===== config.mk =====
export PLATFORM = sky130hd
export DESIGN_NAME = gtxe2_chnl_rx_sync_ctl
export DESIGN_NICKNAME = d
export VERILOG_FILES = /design/src/rtl/gtxe2_chnl_rx_sync_ctl_pkg.sv /design/src/rtl/gtxe2_chnl_rx_sync_ctl_errmon.sv /design/src/rtl/gtxe2_chnl_rx_sync_ctl.sv
export SDC_FILE = /design/constraint.sdc
export NUM_CORES = 1
export LEC_CHECK = 0
export ABC_CLOCK_PERIOD_IN_PS = 6400
export BUFFER_PORTS_ARGS = -buffer_cell sky130_fd_sc_hd__buf_2
export CAP_MARGIN = 20
export CORE_UTILIZATION = 55
export DETAILED_ROUTE_END_ITERATION = 8
export PLACE_DENSITY_LB_ADDON = 0.3
export RECOVER_POWER = 50
export SETUP_SLACK_MARGIN = 0.2
export SLEW_MARGIN = 20
export SYNTH_ARGS = -nofsm -noshare
export SYNTH_HDL_FRONTEND = slang
export SYNTH_SLANG_ARGS = --single-unit

===== constraint.sdc =====
create_clock -name clk -period 6.4 [get_ports clk]
set_input_delay 0.64 -clock clk [delete_from_list [all_inputs] [get_ports clk]]
set_output_delay 0.64 -clock clk [all_outputs]
set_load 0.05 [all_outputs]

===== src/rtl/gtxe2_chnl_rx_sync_ctl_pkg.sv =====
// Shared definitions for the GTXE2 receive-channel link synchronisation controller.
package gtxe2_chnl_rx_pkg;

  // Controller states; the numeric values are visible on the state output port.
  typedef enum logic [1:0] {
    SYNC_IDLE    = 2'd0,
    SYNC_ALIGN   = 2'd1,
    SYNC_ACQUIRE = 2'd2,
    SYNC_SYNC    = 2'd3
  } sync_state_e;

  // Ceiling log2 used to size the counters; never returns less than one bit.
  function automatic int clog2(input int value);
    int result;
    int remaining;
    result    = 0;
    remaining = value - 1;
    while (remaining > 0) begin
      result    = result + 1;
      remaining = remaining >> 1;
    end
    if (result < 1) begin
      result = 1;
    end
    return result;
  endfunction

endpackage


===== src/rtl/gtxe2_chnl_rx_sync_ctl_errmon.sv =====
// Leaky-bucket error monitor used while the link is in SYNC. Every errored
// word adds one credit and restarts the good-word run; each full run of clean
// words removes one credit. threshold_hit flags the errored word that would
// bring the credit count up to the drop threshold.
module gtxe2_chnl_rx_errmon
  import gtxe2_chnl_rx_pkg::*;
#(
  parameter int ERR_THRESH = 4,
  parameter int GOOD_RUN   = 16
) (
  input  logic clk,
  input  logic rst_n,
  input  logic err_w,
  input  logic clean_w,
  input  logic clear,
  output logic threshold_hit
);

  localparam int CredW = clog2(ERR_THRESH + 1);
  localparam int RunW  = clog2(GOOD_RUN + 1);

  localparam logic [CredW-1:0] CredLast = CredW'(ERR_THRESH - 1);
  localparam logic [CredW-1:0] CredMax  = CredW'(ERR_THRESH);
  localparam logic [RunW-1:0]  RunLast  = RunW'(GOOD_RUN - 1);

  logic [CredW-1:0] errCred_q;
  logic [CredW-1:0] errCred_d;
  logic [RunW-1:0]  runCnt_q;
  logic [RunW-1:0]  runCnt_d;

  // The drop decision is taken on the errored word itself so the owning FSM
  // can leave SYNC on the same edge the last credit would be added.
  always_comb begin
    threshold_hit = err_w && (errCred_q == CredLast);
  end

  // Credit and run bookkeeping; clear wins so counters start fresh on SYNC entry.
  always_comb begin
    errCred_d = errCred_q;
    runCnt_d  = runCnt_q;
    if (clear) begin
      errCred_d = '0;
      runCnt_d  = '0;
    end else if (err_w) begin
      runCnt_d = '0;
      if (errCred_q != CredMax) begin
        errCred_d = errCred_q + 1'b1;
      end
    end else if (clean_w) begin
      if (runCnt_q == RunLast) begin
        runCnt_d = '0;
        if (errCred_q != '0) begin
          errCred_d = errCred_q - 1'b1;
        end
      end else begin
        runCnt_d = runCnt_q + 1'b1;
      end
    end
  end

  // Counter registers with synchronous active-low reset.
  always_ff @(posedge clk) begin
    if (!rst_n) begin
      errCred_q <= '0;
      runCnt_q  <= '0;
    end else begin
      errCred_q <= errCred_d;
      runCnt_q  <= runCnt_d;
    end
  end

endmodule


===== src/rtl/gtxe2_chnl_rx_sync_ctl.sv =====
// Link synchronisation controller for the GTXE2 receive channel. Sequences the
// comma aligner enables, watches the 8b/10b decoder status to declare or drop
// sync, and optionally flips lane polarity when alignment is never found.
module gtxe2_chnl_rx_sync_ctl
  import gtxe2_chnl_rx_pkg::*;
#(
  parameter int BYTES         = 2,
  parameter int ALIGN_TIMEOUT = 1024,
  parameter int ACQ_COMMAS    = 4,
  parameter int ERR_THRESH    = 4,
  parameter int GOOD_RUN      = 16,
  parameter int AUTO_POLARITY = 1
) (
  input  logic             clk,
  input  logic             rst_n,
  input  logic             enable,
  input  logic             rx_elecidle,
  input  logic             rx_byteisaligned,
  input  logic             rx_byterealign,
  input  logic [BYTES-1:0] rx_chariscomma,
  input  logic [BYTES-1:0] rx_disperr,
  input  logic [BYTES-1:0] rx_notintable,
  output logic             rx_commadeten,
  output logic             rx_pcommaalignen,
  output logic             rx_mcommaalignen,
  output logic             rx_polarity,
  output logic             link_up,
  output logic [1:0]       state,
  output logic [7:0]       flip_cnt
);

  localparam int TimerW = clog2(ALIGN_TIMEOUT);
  localparam int AcqW   = clog2(ACQ_COMMAS + 1);

  localparam logic [TimerW-1:0] TimerLast = TimerW'(ALIGN_TIMEOUT - 1);
  localparam logic [AcqW-1:0]   AcqLast   = AcqW'(ACQ_COMMAS - 1);

  sync_state_e       state_q;
  sync_state_e       state_d;
  logic [TimerW-1:0] timer_q;
  logic [TimerW-1:0] timer_d;
  logic [AcqW-1:0]   acqCnt_q;
  logic [AcqW-1:0]   acqCnt_d;
  logic              polarity_q;
  logic              polarity_d;
  logic [7:0]        flipCnt_q;
  logic [7:0]        flipCnt_d;

  logic errW;
  logic commaW;
  logic cleanW;
  logic monClear;
  logic thresholdHit;

  // Collapse the per-byte decoder flags into one status per received word.
  always_comb begin
    errW   = |(rx_disperr | rx_notintable);
    commaW = |rx_chariscomma;
    cleanW = !errW;
  end

  // Next-state logic. Timer and acquisition count default to zero so they are
  // cleared whenever their state is left; polarity and flip count only move on
  // an alignment timeout and survive everything except reset.
  always_comb begin
    state_d    = state_q;
    timer_d    = '0;
    acqCnt_d   = '0;
    polarity_d = polarity_q;
    flipCnt_d  = flipCnt_q;

    if (!enable || rx_elecidle) begin
      state_d = SYNC_IDLE;
    end else begin
      case (state_q)
        SYNC_IDLE: begin
          state_d = SYNC_ALIGN;
        end

        SYNC_ALIGN: begin
          if (rx_byteisaligned) begin
            state_d = SYNC_ACQUIRE;
          end else if (timer_q == TimerLast) begin
            if (AUTO_POLARITY != 0) begin
              polarity_d = !polarity_q;
              if (flipCnt_q != 8'hFF) begin
                flipCnt_d = flipCnt_q + 8'd1;
              end
            end
          end else begin
            timer_d = timer_q + 1'b1;
          end
        end

        SYNC_ACQUIRE: begin
          if (errW || rx_byterealign || !rx_byteisaligned) begin
            state_d = SYNC_ALIGN;
          end else if (commaW) begin
            if (acqCnt_q == AcqLast) begin
              state_d = SYNC_SYNC;
            end else begin
              acqCnt_d = acqCnt_q + 1'b1;
            end
          end else begin
            acqCnt_d = acqCnt_q;
          end
        end

        SYNC_SYNC: begin
          if (rx_byterealign || thresholdHit) begin
            state_d = SYNC_ALIGN;
          end
        end

        default: begin
          state_d = SYNC_IDLE;
        end
      endcase
    end
  end

  // The error monitor only counts words seen while staying in SYNC; entering
  // or leaving SYNC restarts it from zero.
  always_comb begin
    monClear = (state_q != SYNC_SYNC) || (state_d != SYNC_SYNC);
  end

  gtxe2_chnl_rx_errmon #(
    .ERR_THRESH (ERR_THRESH),
    .GOOD_RUN   (GOOD_RUN)
  ) u_errmon (
    .clk           (clk),
    .rst_n         (rst_n),
    .err_w         (errW),
    .clean_w       (cleanW),
    .clear         (monClear),
    .threshold_hit (thresholdHit)
  );

  // State and counter registers with synchronous active-low reset.
  always_ff @(posedge clk) begin
    if (!rst_n) begin
      state_q    <= SYNC_IDLE;
      timer_q    <= '0;
      acqCnt_q   <= '0;
      polarity_q <= 1'b0;
      flipCnt_q  <= '0;
    end else begin
      state_q    <= state_d;
      timer_q    <= timer_d;
      acqCnt_q   <= acqCnt_d;
      polarity_q <= polarity_d;
      flipCnt_q  <= flipCnt_d;
    end
  end

  // Receiver control outputs decoded from the registered state only.
  always_comb begin
    rx_commadeten    = (state_q != SYNC_IDLE);
    rx_pcommaalignen = (state_q == SYNC_ALIGN);
    rx_mcommaalignen = (state_q == SYNC_ALIGN);
    link_up          = (state_q == SYNC_SYNC);
    rx_polarity      = polarity_q;
    state            = state_q;
    flip_cnt         = flipCnt_q;
  end

endmodule


==> summary.txt <==
status: finished, final reports clean
top achievable clock speed: 0.373 GHz
Power Dens Cells: 194 nW/um^2
P&R area growth vs syn: 11.9%
ys async rst share: 0%
CP Launch Point: rx_notintable[0]
Crit Path Class: in -> reg
Rel. slew slack: 45.6%
Site Rows: 18
required time of the critical path: 6.61 ns
slew of the pin with the lowest slew margin: 0.809 ns
sequential area share after synthesis: 41.7%
max incr delay on CP: 0.71 ns
Worst Setup Start Kind: primary input
Routed Antenna Nets: 0
ys flop type: dfxtp_1
Synth area leaders: dfxtp_1 (42%), nor2_1 (7.1%), xnor2_1 (5.1%), ha_1 (4.1%), nand3_1 (3.3%)
die width: 54.8 um
Worst EP arrival: 2.89 ns
Mapped Area: 1540 sq um
CP Buf/Inv Count: 2
Slew Limit Fails: 0
leakage power: 0.589 nW
yosys warns: 0
grt ovf: 0
nets@finish: 223
Final Wtd Congestion: 0.722
via/cell ratio: 5.80
CP Cell Sequence: buf_2, nor4_1, clkinv_1, fa_1, and4b_1, nor3_1, a211oi_1
CP top delay family: simple AND/OR/NAND/NOR gates
Routed wire per std cell: 13.3 um
Port Buffer Count: 26
Fin Setup TNS: 0 ns
drt pass-1 iters: 4
effective utilization at floorplan: 59.8%
HP Start: acqCnt_q[2]
most frequent cells in the layout: dfxtp_1 (32), nor2_1 (29), buf_2 (15)
Final HPWL DP: 2330 um
r2r startpoint: state[0]
worst vdd ir: 0.000160 V
clk_lat worst skew: 0.33 ns
Tcrit/Tclk final: 41.9%
Post-Route WL: 3140 um
n_diodes: 0
Synth Net Count: 195
Worst setup EP type: flop
Boundary Pins: 27
Total GRT Usage: 22.9%
Cells after Synth: 177
Tmin final: 2.68 ns
most common cell after layout, fill and taps aside: dfxtp_1
CTS Buf Count: 5
CP max FO: 7
Max-Cap Viols: 0
CTS tree: done
Synth top area share: 41.7%
drt drc: 0
RSZ-0062 raised after global routing: no
final hold vios: 0
vias in the first global route: 1200
CORE AREA: 2570 sq um
slowest stage cell, crit path: nor4_1
clock sinks: 32
share of cells above drive strength 1: 11.7%
Yosys reg bits: 32
worst min path class: reg -> reg
Post-CTS Setup Repair Bufs: 0
die area: 3010 sq um
vias: 1368
EDFF count, synth: 0
clock skew: 0.0120 ns
H-tree depth: 2
Tot Pwr: 0.334 mW
Max Root-Sink Buffers: 2
post-synth top area cell: dfxtp_1
syn avg cell area: 8.67 sq um
Resized Gates After CTS: 0
Hold Buf Count CTS: 0
DIE HEIGHT: 54.8 um
CTS root buf: clkbuf_4
initial antenna violation count: 0
initial drt markers: 29
Worst-path clk slew: 0.10 ns
final setup vio count: 0
Unique masters post-synth: 45
first-pass GRT wire length: 4800 um
largest net degree at the start of global routing: 17
## where the power goes
part           leakage [nW]  switching (mW)  internal (mW)  total (mW)
Clock                0.0326          0.0650         0.0542       0.119
Combinational         0.298         0.00986        0.00530      0.0152
Sequential            0.258        0.000543          0.199       0.200
## metrics by stage
| stage | std cells | util, % | instance area [sq um] | worst slack (ns) | hold WS [ns] |
|---|---|---|---|---|---|
| after floorplan | 177 | - | 1540 | 3.85 | 0.410 |
| after global placement | 228 | 65.4 | 1680 | 3.73 | 0.418 |
| after detailed placement | 228 | 65.4 | 1680 | 3.65 | 0.423 |
| after CTS | 236 | 67.7 | 1740 | 3.93 | 0.438 |
| after global routing | 236 | 66.9 | 1720 | 3.54 | 0.471 |
| final | 236 | 66.9 | 1720 | 3.72 | 0.439 |
## worst register-to-register path: stages (launching register included)
cell and delay [ns]:
dfxtp_1 0.47, or3b_1 0.41, or4_1 0.80, or4_1 0.58, a21oi_1 0.15
## area by class of cell
class | count | area, sq um
repair buffers | 26 | 116
fillers | 238 | 850
flip-flops and latches | 32 | 641
well taps | 30 | 37.5
multi-input cells | 132 | 835
clock buffers | 8 | 58.8
inverters | 8 | 30.0
## path summary, 6_finish.rpt
kind / endpoint / slack [ns] / cells past startpoint
worst max-delay path: u_errmon.errCred_q[2] / 3.72 / 7
worst min-delay path: acqCnt_q[2] / 0.44 / 2
worst max register to register: flip_cnt[4] / 3.92 / 4
worst min register to register: acqCnt_q[2] / 0.44 / 2
## synthesized netlist by cell type (3+ instances only)
master and instances:
a21oi_1 6, and3_1 3, clkbuf_1 3, dfxtp_1 32, ha_1 5, inv_1 7
nand2_1 9, nand3_1 10, nand3b_1 3, nand4_1 3, nor2_1 29, nor2b_1 4
nor3_1 4, o21ai_0 5, o31ai_1 5, or4_1 5, xnor2_1 9, xor2_1 3
## state kept, by name, indices dropped and copies added (netlist names)
| register | cells |
|---|---|
| acqCnt_q | 3 |
| flip_cnt | 8 |
| rx_polarity | 1 |
| state | 2 |
| timer_q | 10 |
| u_errmon.errCred_q | 3 |
| u_errmon.runCnt_q | 5 |
## layer usage
| metal | wire [um] | GRT usage [%] | share of wire (%) | up-vias |
|---|---|---|---|---|
| met1 | 1340 | 24.3 | 43 | 634 |
| met3 | 141 | 6.67 | 4.5 | 5 |
| met4 | 47 | 11.1 | 1.5 | 0 |
| li1 | - | - | - | 687 |
| met2 | 1610 | 40.6 | 51 | 42 |
| met5 | 0 | 0 | 0 | - |
## cell families after synthesis
family,after synthesis,synth area share (%)
compound gates,29,12.9
xor+xnor,12,6.85
fa+ha+maj,6,5.38
buf+inv,13,3.50
flops,32,41.7
mux,2,1.39
simple gates,83,28.3
Note: power is estimated with default switching activity, not from simulation.
